[config.mk]
export PLATFORM = sky130hd
export DESIGN_NAME = lynx_keymatrix_flat
export DESIGN_NICKNAME = d
export VERILOG_FILES = /design/src/rtl/lynx_kbd_pkg.sv /design/src/rtl/lynx_keymatrix_if.sv /design/src/rtl/lynx_keymap_rom.sv /design/src/rtl/lynx_keymatrix.sv /design/src/flat_wrapper.sv
export SDC_FILE = /design/constraint.sdc
export NUM_CORES = 1
export LEC_CHECK = 0
export ABC_AREA = 1
export BUFFER_PORTS_ARGS = -buffer_cell sky130_fd_sc_hd__clkbuf_2
export CORE_MARGIN = 10
export CORE_UTILIZATION = 54
export CTS_BUF_LIST = sky130_fd_sc_hd__clkbuf_4
export DETAILED_ROUTE_END_ITERATION = 12
export GPL_TIMING_DRIVEN = 0
export PLACE_DENSITY = 0.75
export RECOVER_POWER = 50
export SYNTH_ARGS = -nofsm -noshare
export SYNTH_HDL_FRONTEND = slang
export SYNTH_SLANG_ARGS = --single-unit
[constraint.sdc]
create_clock -name clock -period 9.7 [get_ports clock]
set_input_delay 1.94 -clock clock [delete_from_list [all_inputs] [get_ports clock]]
set_output_delay 1.94 -clock clock [all_outputs]
set_load 0.02 [all_outputs]
[src/rtl/lynx_kbd_pkg.sv]
// Shared definitions for the Lynx keyboard matrix: scancode prefixes,
// prefix-tracking FSM states, matrix geometry and the keymap entry type.
package lynx_kbd_pkg;

  // PS/2 prefix and special codes
  localparam logic [7:0] KC_EXT   = 8'hE0;
  localparam logic [7:0] KC_BRK   = 8'hF0;
  localparam logic [7:0] KC_PAUSE = 8'hE1;
  localparam logic [7:0] KC_BAT   = 8'hAA;
  localparam logic [7:0] KC_OVR0  = 8'h00;
  localparam logic [7:0] KC_OVR1  = 8'hFF;

  // Matrix geometry
  localparam int MATRIX_ROWS = 10;
  localparam int MATRIX_COLS = 8;
  localparam int ROW_W       = 4;
  localparam int BIT_W       = 3;

  typedef enum logic [2:0] {
    ST_IDLE,
    ST_BRK,
    ST_EXT,
    ST_EXTBRK,
    ST_SKIP
  } kbd_state_e;

  // One keymap lookup result
  typedef struct packed {
    logic             hit;
    logic [ROW_W-1:0] row;
    logic [BIT_W-1:0] col_bit;
  } keymap_t;

  // Codes that wipe the whole matrix when seen outside a prefix sequence
  function automatic logic is_clear_code(input logic [7:0] code);
    return (code == KC_BAT) || (code == KC_OVR0) || (code == KC_OVR1);
  endfunction

endpackage

[src/rtl/lynx_keymatrix_if.sv]
// Scancode stream in, CPU row select in, column byte and any-key flag out.
interface lynx_keymatrix_if;
  logic       keyStrb;
  logic [7:0] keyCode;
  logic [3:0] row;
  logic [7:0] col;
  logic       anyKey;

  modport master (output keyStrb, output keyCode, output row,
                  input  col,     input  anyKey);
  modport slave  (input  keyStrb, input  keyCode, input  row,
                  output col,     output anyKey);
endinterface

[src/rtl/lynx_keymap_rom.sv]
// Combinational PS/2 set-2 to Lynx matrix position table. {ext, code} selects
// an entry; anything not listed (including the E0 12 / E0 59 fake shifts) is
// a miss.
module lynx_keymap_rom
  import lynx_kbd_pkg::*;
(
  input  logic       ext,
  input  logic [7:0] code,
  output keymap_t    key
);

  function automatic keymap_t km(input logic [ROW_W-1:0] r, input logic [BIT_W-1:0] b);
    return '{hit: 1'b1, row: r, col_bit: b};
  endfunction

  // Table lookup; default miss keeps the output fully assigned
  always_comb begin
    key = '0;
    case ({ext, code})
      // row 0: modifiers and top-left keys
      9'h0_12: key = km(4'd0, 3'd0);   // left shift
      9'h0_59: key = km(4'd0, 3'd0);   // right shift shares the shift bit
      9'h0_14: key = km(4'd0, 3'd1);   // ctrl
      9'h1_14: key = km(4'd0, 3'd1);   // right ctrl
      9'h0_58: key = km(4'd0, 3'd2);   // caps lock
      9'h0_76: key = km(4'd0, 3'd3);   // escape
      9'h0_16: key = km(4'd0, 3'd4);   // 1
      9'h0_1E: key = km(4'd0, 3'd5);   // 2
      // row 1
      9'h0_26: key = km(4'd1, 3'd0);   // 3
      9'h0_25: key = km(4'd1, 3'd1);   // 4
      9'h0_2E: key = km(4'd1, 3'd2);   // 5
      9'h0_15: key = km(4'd1, 3'd3);   // Q
      9'h0_1D: key = km(4'd1, 3'd4);   // W
      9'h0_24: key = km(4'd1, 3'd5);   // E
      9'h0_2D: key = km(4'd1, 3'd6);   // R
      9'h0_2C: key = km(4'd1, 3'd7);   // T
      // row 2
      9'h0_22: key = km(4'd2, 3'd0);   // X
      9'h0_1A: key = km(4'd2, 3'd1);   // Z
      9'h0_1C: key = km(4'd2, 3'd2);   // A
      9'h0_1B: key = km(4'd2, 3'd3);   // S
      9'h0_23: key = km(4'd2, 3'd4);   // D
      9'h0_2B: key = km(4'd2, 3'd5);   // F
      9'h0_21: key = km(4'd2, 3'd6);   // C
      9'h0_2A: key = km(4'd2, 3'd7);   // V
      // row 3
      9'h0_36: key = km(4'd3, 3'd0);   // 6
      9'h0_3D: key = km(4'd3, 3'd1);   // 7
      9'h0_35: key = km(4'd3, 3'd2);   // Y
      9'h0_3C: key = km(4'd3, 3'd3);   // U
      9'h0_34: key = km(4'd3, 3'd4);   // G
      9'h0_33: key = km(4'd3, 3'd5);   // H
      9'h0_32: key = km(4'd3, 3'd6);   // B
      9'h0_31: key = km(4'd3, 3'd7);   // N
      // row 4
      9'h0_3E: key = km(4'd4, 3'd0);   // 8
      9'h0_46: key = km(4'd4, 3'd1);   // 9
      9'h0_43: key = km(4'd4, 3'd2);   // I
      9'h0_44: key = km(4'd4, 3'd3);   // O
      9'h0_3B: key = km(4'd4, 3'd4);   // J
      9'h0_42: key = km(4'd4, 3'd5);   // K
      9'h0_3A: key = km(4'd4, 3'd6);   // M
      9'h0_41: key = km(4'd4, 3'd7);   // ,
      // row 5
      9'h0_45: key = km(4'd5, 3'd0);   // 0
      9'h0_4E: key = km(4'd5, 3'd1);   // -
      9'h0_4D: key = km(4'd5, 3'd2);   // P
      9'h0_54: key = km(4'd5, 3'd3);   // [
      9'h0_4B: key = km(4'd5, 3'd4);   // L
      9'h0_4C: key = km(4'd5, 3'd5);   // ;
      9'h0_49: key = km(4'd5, 3'd6);   // .
      9'h0_4A: key = km(4'd5, 3'd7);   // /
      // row 6
      9'h0_55: key = km(4'd6, 3'd0);   // =
      9'h0_5B: key = km(4'd6, 3'd1);   // ]
      9'h0_52: key = km(4'd6, 3'd2);   // '
      9'h0_5D: key = km(4'd6, 3'd3);   // backslash
      // row 7
      9'h0_66: key = km(4'd7, 3'd0);   // backspace (Lynx DEL)
      9'h0_0D: key = km(4'd7, 3'd1);   // tab
      // row 8
      9'h0_5A: key = km(4'd8, 3'd3);   // return
      9'h1_5A: key = km(4'd8, 3'd3);   // keypad enter doubles as return
      // row 9: space and cursor block
      9'h1_6B: key = km(4'd9, 3'd0);   // left
      9'h1_75: key = km(4'd9, 3'd1);   // up
      9'h1_72: key = km(4'd9, 3'd2);   // down
      9'h0_29: key = km(4'd9, 3'd3);   // space
      9'h1_74: key = km(4'd9, 3'd4);   // right
      9'h1_71: key = km(4'd9, 3'd5);   // delete
      default: key = '0;
    endcase
  end

endmodule

[src/rtl/lynx_keymatrix.sv]
// PS/2 scancode stream to Lynx active-low keyboard matrix. Tracks E0/F0/E1
// prefixes, updates one matrix bit per key event and serves a registered
// column byte for the row the CPU selects.
module lynx_keymatrix
  import lynx_kbd_pkg::*;
#(
  parameter int ROWS       = MATRIX_ROWS,
  parameter int PAUSE_SKIP = 7
) (
  input  logic             clock,
  input  logic             reset,
  input  logic             ce,
  lynx_keymatrix_if.slave  bus
);

  localparam int CNT_W = (PAUSE_SKIP < 2) ? 1 : $clog2(PAUSE_SKIP + 1);
  localparam logic [ROW_W:0] ROW_LIMIT = (ROW_W + 1)'(ROWS);

  kbd_state_e state_q, state_d;
  logic [CNT_W-1:0] cnt_q, cnt_d;
  logic [ROWS-1:0][MATRIX_COLS-1:0] matrix_q;

  logic    strb;
  logic    lookup_ext;
  keymap_t key;
  logic    ev_valid;
  logic    ev_make;
  logic    clear_all;

  assign strb       = ce & bus.keyStrb;
  assign lookup_ext = (state_q == ST_EXT) || (state_q == ST_EXTBRK);

  lynx_keymap_rom u_rom (
    .ext  (lookup_ext),
    .code (bus.keyCode),
    .key  (key)
  );

  // Prefix FSM state and pause-skip counter register
  // NOTE: sequential blocks use non-blocking (<=) so every register samples
  // the pre-edge values; blocking here would create order-dependent races.
  always_ff @(posedge clock) begin
    if (ce) begin
      if (!reset) begin
        state_q <= ST_IDLE;
        cnt_q   <= '0;
      end else begin
        state_q <= state_d;
        cnt_q   <= cnt_d;
      end
    end
  end

  // Next-state decode and key-event generation
  // NOTE: every output of this block gets a default first, so no path can
  // leave one unassigned and infer a latch.
  always_comb begin
    state_d   = state_q;
    cnt_d     = cnt_q;
    ev_valid  = 1'b0;
    ev_make   = 1'b0;
    clear_all = 1'b0;
    if (strb) begin
      unique case (state_q)
        ST_IDLE: begin
          if (bus.keyCode == KC_BRK) begin
            state_d = ST_BRK;
          end else if (bus.keyCode == KC_EXT) begin
            state_d = ST_EXT;
          end else if (bus.keyCode == KC_PAUSE) begin
            state_d = ST_SKIP;
            cnt_d   = CNT_W'(PAUSE_SKIP);
          end else if (is_clear_code(bus.keyCode)) begin
            clear_all = 1'b1;
          end else begin
            ev_valid = key.hit;
            ev_make  = 1'b1;
          end
        end
        ST_EXT: begin
          if (bus.keyCode == KC_BRK) begin
            state_d = ST_EXTBRK;
          end else begin
            ev_valid = key.hit;
            ev_make  = 1'b1;
            state_d  = ST_IDLE;
          end
        end
        ST_BRK, ST_EXTBRK: begin
          ev_valid = key.hit;
          state_d  = ST_IDLE;
        end
        ST_SKIP: begin
          // The byte that brings the count to zero is the last one swallowed
          cnt_d = (cnt_q == '0) ? '0 : cnt_q - CNT_W'(1);
          if (cnt_q <= CNT_W'(1)) state_d = ST_IDLE;
        end
        default: state_d = ST_IDLE;
      endcase
    end
  end

  // Matrix image: make clears a bit, break sets it, clear codes set all
  // NOTE: the matrix is a small register array, not a RAM, so it is reset
  // explicitly; a released keyboard must read all ones from the first cycle.
  always_ff @(posedge clock) begin
    if (ce) begin
      if (!reset || clear_all) begin
        matrix_q <= '1;
      end else if (ev_valid && ({1'b0, key.row} < ROW_LIMIT)) begin
        matrix_q[key.row][key.col_bit] <= ~ev_make;
      end
    end
  end

  // Registered read port; sees the matrix as it was before this edge's update
  always_ff @(posedge clock) begin
    if (ce) begin
      if (!reset) begin
        bus.col    <= 8'hFF;
        bus.anyKey <= 1'b0;
      end else begin
        bus.col    <= ({1'b0, bus.row} < ROW_LIMIT) ? matrix_q[bus.row] : 8'hFF;
        bus.anyKey <= ~(&matrix_q);
      end
    end
  end

endmodule

[src/flat_wrapper.sv]
// flat-port wrapper written by rule: the top's interface ports become plain ports
module lynx_keymatrix_flat import lynx_kbd_pkg::*;
#(
  parameter int ROWS       = MATRIX_ROWS,
  parameter int PAUSE_SKIP = 7
)
  (clock, reset, ce, bus_keyStrb, bus_keyCode, bus_row, bus_col, bus_anyKey);
  lynx_keymatrix_if bus_i ();
  input  logic clock;
  input  logic reset;
  input  logic ce;
  input wire logic [$bits(bus_i.keyStrb)-1:0] bus_keyStrb;
  input wire logic [$bits(bus_i.keyCode)-1:0] bus_keyCode;
  input wire logic [$bits(bus_i.row)-1:0] bus_row;
  output wire logic [$bits(bus_i.col)-1:0] bus_col;
  output wire logic [$bits(bus_i.anyKey)-1:0] bus_anyKey;
  assign bus_i.keyStrb = bus_keyStrb;
  assign bus_i.keyCode = bus_keyCode;
  assign bus_i.row = bus_row;
  assign bus_col = bus_i.col;
  assign bus_anyKey = bus_i.anyKey;
  lynx_keymatrix #(.ROWS(ROWS), .PAUSE_SKIP(PAUSE_SKIP)) u_core (.clock(clock), .reset(reset), .ce(ce), .bus(bus_i));
endmodule
# Word level (Yosys, flattened, before mapping)
# Index checks and enable logic that the tools add are counted.
totals:
  register_bits: 95
  input_bits: 16
  out_inout_bits: 9
  word_cells: 167
op_classes:
  n_addsub: 1
  magnitude_cmp: 8
  n_eq_ne: 78
  mux: 42
  n_bitwise: 3
  n_reduce_logical: 21
op_table:
  columns: ["operator", "count"]
  rows:
  - ["8-bit case mux with 59 select lines", 1]
  - ["9-bit by 6-bit equality test with 1-bit output (second input constant)", 23]
  - ["9-bit by 7-bit equality test with 1-bit output (second input constant)", 22]
  - ["9-bit by 5-bit equality test with 1-bit output (second input constant)", 9]
  - ["80-bit bitwise mux", 1]
  - ["80-bit 2-to-1 mux", 1]
  - ["80-bit AND reduction", 1]
  - ["9-bit equality test (second input constant)", 7]
  - ["8-bit equality test (second input constant)", 5]
  - ["8-bit binary-select mux with 4-bit select", 1]
  - ["8-bit demux with 4-bit select", 1]
  - ["3-bit 2-to-1 mux", 10]
  - ["1-bit 2-to-1 mux", 19]
  - ["8-bit 2-to-1 mux", 2]
  - ["4-bit by 5-bit less-than comparator with 1-bit output (second input constant)", 2]
  - ["9-bit by 4-bit equality test with 1-bit output (second input constant)", 1]
  - ["3-bit case mux with 3 select lines", 1]
  - ["8-bit zero test", 1]
  - ["4-bit less-than comparator (second input constant)", 2]
  - ["2-bit OR reduction", 4]
  - ["3-bit by 2-bit equality test with 1-bit output (second input constant)", 2]
  - ["3-bit zero test", 2]
  - ["3-bit by 2-bit != test with 1-bit output (second input constant)", 2]
  - ["3-bit != test (second input constant)", 2]
  - ["other kinds (24)", 31]

# Longest topological paths before layout
logic_depth:
  word_depth: 14
  ltp_mapped: 15
  mapped_depth_nobuf: 15

# Hierarchy
# From an unflattened synthesis, not the netlist that was laid out.
hier_totals:
  cells_unflattened: 1123
  area_unflattened_um2: 7229.4
by_module_without_submodules:
  columns: ["mod", "n_inst", "cells_per_inst", "area_each_um2", "seq_area_each_um2"]
  rows:
  - ["lynx_keymatrix", 1, 889, 6213.5, 2852.7]
  - ["lynx_keymap_rom", 1, 234, 1016.0, 0.0]

# Worst setup path before layout
# OpenSTA, ideal clock, no wires.
synth_path:
  path_kind: "input-to-reg"
  startpoint: "in bus_keyCode[4]"
  endpoint: "reg u_core.matrix_q[0] (netlist bit) (enable)"
  setup_ns: 0.544
  t_arrival_ns: 6.784
  required_ns: 9.156
  path_slack_ns: 2.372
  path_stages: 11
  path_buffers: 0
  path_cell_list: "inv_1 -> nand2_1 -> nor2_1 -> nand3_1 -> nand3_1 -> nor3_1 -> nand2_1 -> nor2_1 -> nand2_1 -> nand2_1 -> a21oi_1"
synth_via:
  elab_chain_len: 12
  word_cells_on_any_way: 92
  classes_between: "order compare: 1; eq/ne: 67; mux: 14; reduce/logical: 10"
synth_rtl:
  columns: ["item", "line", "text"]
  rows:
  - ["from (decl)", "flat_wrapper.sv:13", "input wire logic [$bits(bus_i.keyCode)-1:0] bus_keyCode;"]
  - ["9-bit equality test (tied with other cells)", "lynx_keymap_rom.sv:19", "case ({ext, code})"]
  - ["2-bit OR reduction (no line) or 1-bit logical OR (tied branches)", null, null]
  - ["8-bit case mux with 59 select lines or 1-bit logical OR (tied branches)", "lynx_keymap_rom.sv:19, lynx_kbd_pkg.sv:36", null]
  - ["1-bit 2-to-1 mux", "lynx_keymatrix.sv:73", "end else if (is_clear_code(bus.keyCode)) begin"]
  - ["1-bit 2-to-1 mux", "lynx_keymatrix.sv:70", "end else if (bus.keyCode == KC_PAUSE) begin"]
  - ["1-bit 2-to-1 mux", "lynx_keymatrix.sv:68", "end else if (bus.keyCode == KC_EXT) begin"]
  - ["1-bit 2-to-1 mux", "lynx_keymatrix.sv:66", "if (bus.keyCode == KC_BRK) begin"]
  - ["1-bit case mux with 3 select lines or 1-bit 2-to-1 mux (tied branches)", "lynx_keymatrix.sv:64", "unique case (state_q)"]
  - ["1-bit 2-to-1 mux", "lynx_keymatrix.sv:63", "if (strb) begin"]
  - ["1-bit logical AND or 1-bit logical OR (tied branches)", "lynx_keymatrix.sv:110, lynx_keymatrix.sv:108", null]
  - ["2-bit nonzero test (no line) *", null, null]
  - ["2-bit AND reduction (no line) *", null, null]
  - ["to (signal, indexed assignment)", "lynx_keymatrix.sv:111", "matrix_q[key.row][key.col_bit] <= ~ev_make;"]
  - ["to (decl)", "lynx_keymatrix.sv:21", "logic [ROWS-1:0][MATRIX_COLS-1:0] matrix_q;"]
# Every way passes the cells marked *; elsewhere a longest branch is shown, timed or not.
# A chain may end at the register's enable or synchronous reset.

# Worst setup path after layout
layout_path:
  startpoint: "in bus_keyCode[0]"
  endpoint: "reg u_core.matrix_q[23] (netlist bit) (enable)"
# The elaborated chain is that of the path after synthesis.

==> reports/metrics.csv <==
stage;metric;value;unit
clock_tree;root buf cell;clkbuf_4;
sta;fmax;209;MHz
synthesis;mapped cell area;6210;µm²
pwr;P_leak;2.59;nW
sta;Final Skew;27.1;ps
synthesis;synth warn;0;
status;status;completed;
global_route;global-route wire length before repair;34700;µm
floorplanning;Boundary Pins;25;
clock_tree;CTS Sinks;95;
pwr;VDD IR-drop max;75.1;µV
global_route;total gr overflow;0;
layout;share of layout cells above drive strength 1;0.0876;
worst_setup_path;reg-to-reg endpoint;u_core.matrix_q[23]$_SDFFCE_PN1P_;
floorplanning;Die X;127;µm
min_path;HP Class;flop to flop;
synthesis;syn_area_per_cell;7.86;µm²
pwr;switching part of the total power;0.309;
synthesis;post-synth net total;809;
global_route;largest net degree at the start of global routing;32;
worst_setup_path;R2R Path Start;u_core.state_q[2]$_SDFFCE_PN0P_;
floorplanning;Rows;39;
pwr;combinational share of power;0.144;
drt;routed vias/inst;6.66;
clock_tree;clk buf depth;2;
layout;nets;846;
synthesis;Yosys top cell area share;0.459;
worst_setup_path;R2R cell count;15;
layout;fin util;0.586;
floorplanning;die height;127;µm
layout;fillers;1068;
pwr;P_sw;0.249;mW
drt;DR vias;6501;
pwr;Reg power frac;0.593;
drt;Iter 0 DRT Violations;1068;
floorplanning;die area;16200;µm²
layout;fin cells;976;
sta;final setup fails;0;
drt;ANT nets after route;0;
synthesis;sequential area share after synthesis;0.459;
worst_setup_path;critical path type;primary input to flop;
sta;post-route setup TNS;0;ps
pwr;internal power;0.558;mW
clock_tree;H-tree depth;3;
clock_tree;Hold Buf Count CTS;0;
synthesis;top cells by area, synth;edfxtp_1 (46%), nand2_1 (9.5%), o21ai_0 (6.6%), nor2_1 (6.2%), nand3_1 (5.6%);
pwr;Pwr per Cell Area;122;nW/µm²
layout;Final Instance Area;6630;µm²
synthesis;library cells used by synthesis;34;
sta;fin. max-slew vios;0;
pwr;Clock power frac;0.263;
sta;final period utilization;0.494;
sta;unrepaired setup endpoints after global routing;false;
global_route;initial antenna violation count;0;
synthesis;prevailing post-synth register cell;edfxtp_1;
layout;Multi-input gate area;2910;µm²
worst_setup_path;crit path DAT;4980;ps
place;placed cells;960;
worst_setup_path;Crit Path Max Fanout;31;
layout;Reg area;2850;µm²
clock_tree;setup bufs post-CTS;0;
clock_tree;clk slew on worst S/H paths;170;ps
worst_setup_path;Startpoint Class;primary input;
min_path;hold path startpoint;u_core.matrix_q[52]$_SDFFCE_PN1P_;
min_path;hold depth;2;
sta;Min Clock Period, post-route;4790;ps
worst_setup_path;CP Launch Point;bus_keyCode[0];
sta;min setup slack post-route;4910;ps
synthesis;largest area contributor in the netlist;edfxtp_1;
clock_tree;CTS Buf Count;9;
clock_tree;clock latency on the worst-skew pair;490;ps
synthesis;most frequent cells after synthesis;nand2_1 (157), nor2_1 (102), edfxtp_1 (95), o21ai_0 (82), nand3_1 (70);
place;Port Buf Inserts;23;
worst_setup_path;R2R Setup Slk;6130;ps
drt;DR pass1 iterations;6;
place;Cell Area, Placed;6590;µm²
synthesis;Post-Synthesis Cells;791;
sta;hold_ws;585;ps
drt;DRC errors left;0;
synthesis;Synth Register Bits;95;
floorplanning;Initial Util;0.549;
global_route;gr usage total;0.273;
drt;WL per Instance;23.1;µm
synthesis;Synth async-reset ratio;0;
place;hpwl dp;17500;µm
worst_setup_path;WP data required;9890;ps
layout;ANT cells;0;
pwr;total power;0.807;mW
sta;final hold viol count;0;
clock_tree;CTS tree;built;
run;max-cap viol count;0;
place;worst slack at placement;4600;ps
sta;Slew headroom;0.391;
layout;Area Growth Syn to Fin;6.75;%
drt;Routed WL;22600;µm
clock_tree;# resized after CTS;0;
global_route;number of global-route vias before repair;6209;
floorplanning;Core Area;11300;µm²
synthesis;Post-synth EDFFs;95;
min_path;Hold Path End;u_core.matrix_q[52]$_SDFFCE_PN1P_;
synthesis;count leader, synth;nand2_1;
place;gpl congestion;0.984;
sta;Worst Tran Pin Value;905;ps
worst_setup_path;Worst setup EP type;flop;
## cell usage in the layout, fill, tap and decap left out, types with 3 or more instances in the layout
master | netlist | final
nand2_1 | 157 | 157
nor2_1 | 102 | 104
edfxtp_1 | 95 | 95
o21ai_0 | 82 | 90
nand3_1 | 70 | 70
inv_1 | 55 | 56
a21oi_1 | 56 | 55
clkbuf_1 | 14 | 34
nand4_1 | 27 | 27
o211ai_1 | 22 | 26
nor3_1 | 13 | 13
or2_2 | 10 | 10
o221ai_1 | 10 | 10
clkbuf_2 | 0 | 10
inv_2 | 11 | 9
clkbuf_4 | 0 | 9
nor2_2 | 9 | 7
buf_2 | 12 | 7
nor4_1 | 7 | 7
nand2_2 | 5 | 5
inv_8 | 0 | 3
## worst max-delay path: stages
cell and delay (ps):
clkbuf_1 160, nor2_1 240, clkinv_1 120, nor2_1 240
nand2_1 80, o21ai_0 100, nor2_2 80, o31ai_1 660
inv_1 310, a21oi_4 380, buf_12 250, buf_16 180
buf_12 210
## logic make-up (layout without fill, tap and decap cells)
logic type	count (synthesis)	count (layout)	synth area share
and+or+nand+nor	406	406	0.289
DFF	95	95	0.459
buffers and inverters	97	139	0.0658
muxes	1	1	0.00161
AOI/OAI and AO/OA	190	190	0.180
adders and majority gates	2	2	0.00403
## worst max path at each step
stage,to,slack [ps],cells past startpoint
3_5_place_dp,u_core.matrix_q[23]$_SDFFCE_PN1P_,4600,15
6_report,u_core.matrix_q[23]$_SDFFCE_PN1P_,4910,13
3_3_place_gp,u_core.matrix_q[31]$_SDFFCE_PN1P_,230,12
4_1_cts,u_core.matrix_q[23]$_SDFFCE_PN1P_,5120,15
5_1_grt,u_core.matrix_q[23]$_SDFFCE_PN1P_,4610,13
2_1_floorplan,u_core.matrix_q[0]$_SDFFCE_PN1P_,2370,11
## final cells by class
class	count	share of cell area
buffer	30	0.0206
sequential	95	0.430
clock buffer	9	0.0102
multi-input combinational	599	0.439
inverter	67	0.0379
tap	143	0.0270
timing repair buffer	26	0.0251
clock inverter	7	0.0100
## flip-flops by register name, indices dropped and copies added, names as in the netlist
signal             cells
u_core.cnt_q           3
u_core.state_q         3
u_core.matrix_q       80
u_core.bus.anyKey      1
u_core.bus.col         8
## power by group through the flow
stage	registers, mW	logic [mW]	clock network, mW
after global routing	0.480	0.126	0.226
final	0.479	0.116	0.213
after global placement	0.490	0.108	0
after CTS	0.478	0.116	0.210
after floorplan	0.488	0.0706	0
after detailed placement	0.487	0.116	0
## routing by layer
layer,up-vias,track usage,part of all wire
li1,2873,-,-
met1,2992,0.328,0.37
met2,522,0.445,0.46
met3,114,0.0587,0.11
met4,0,0.157,0.059
met5,-,0,0
No activity file was read; power rests on OpenSTA's default activity.
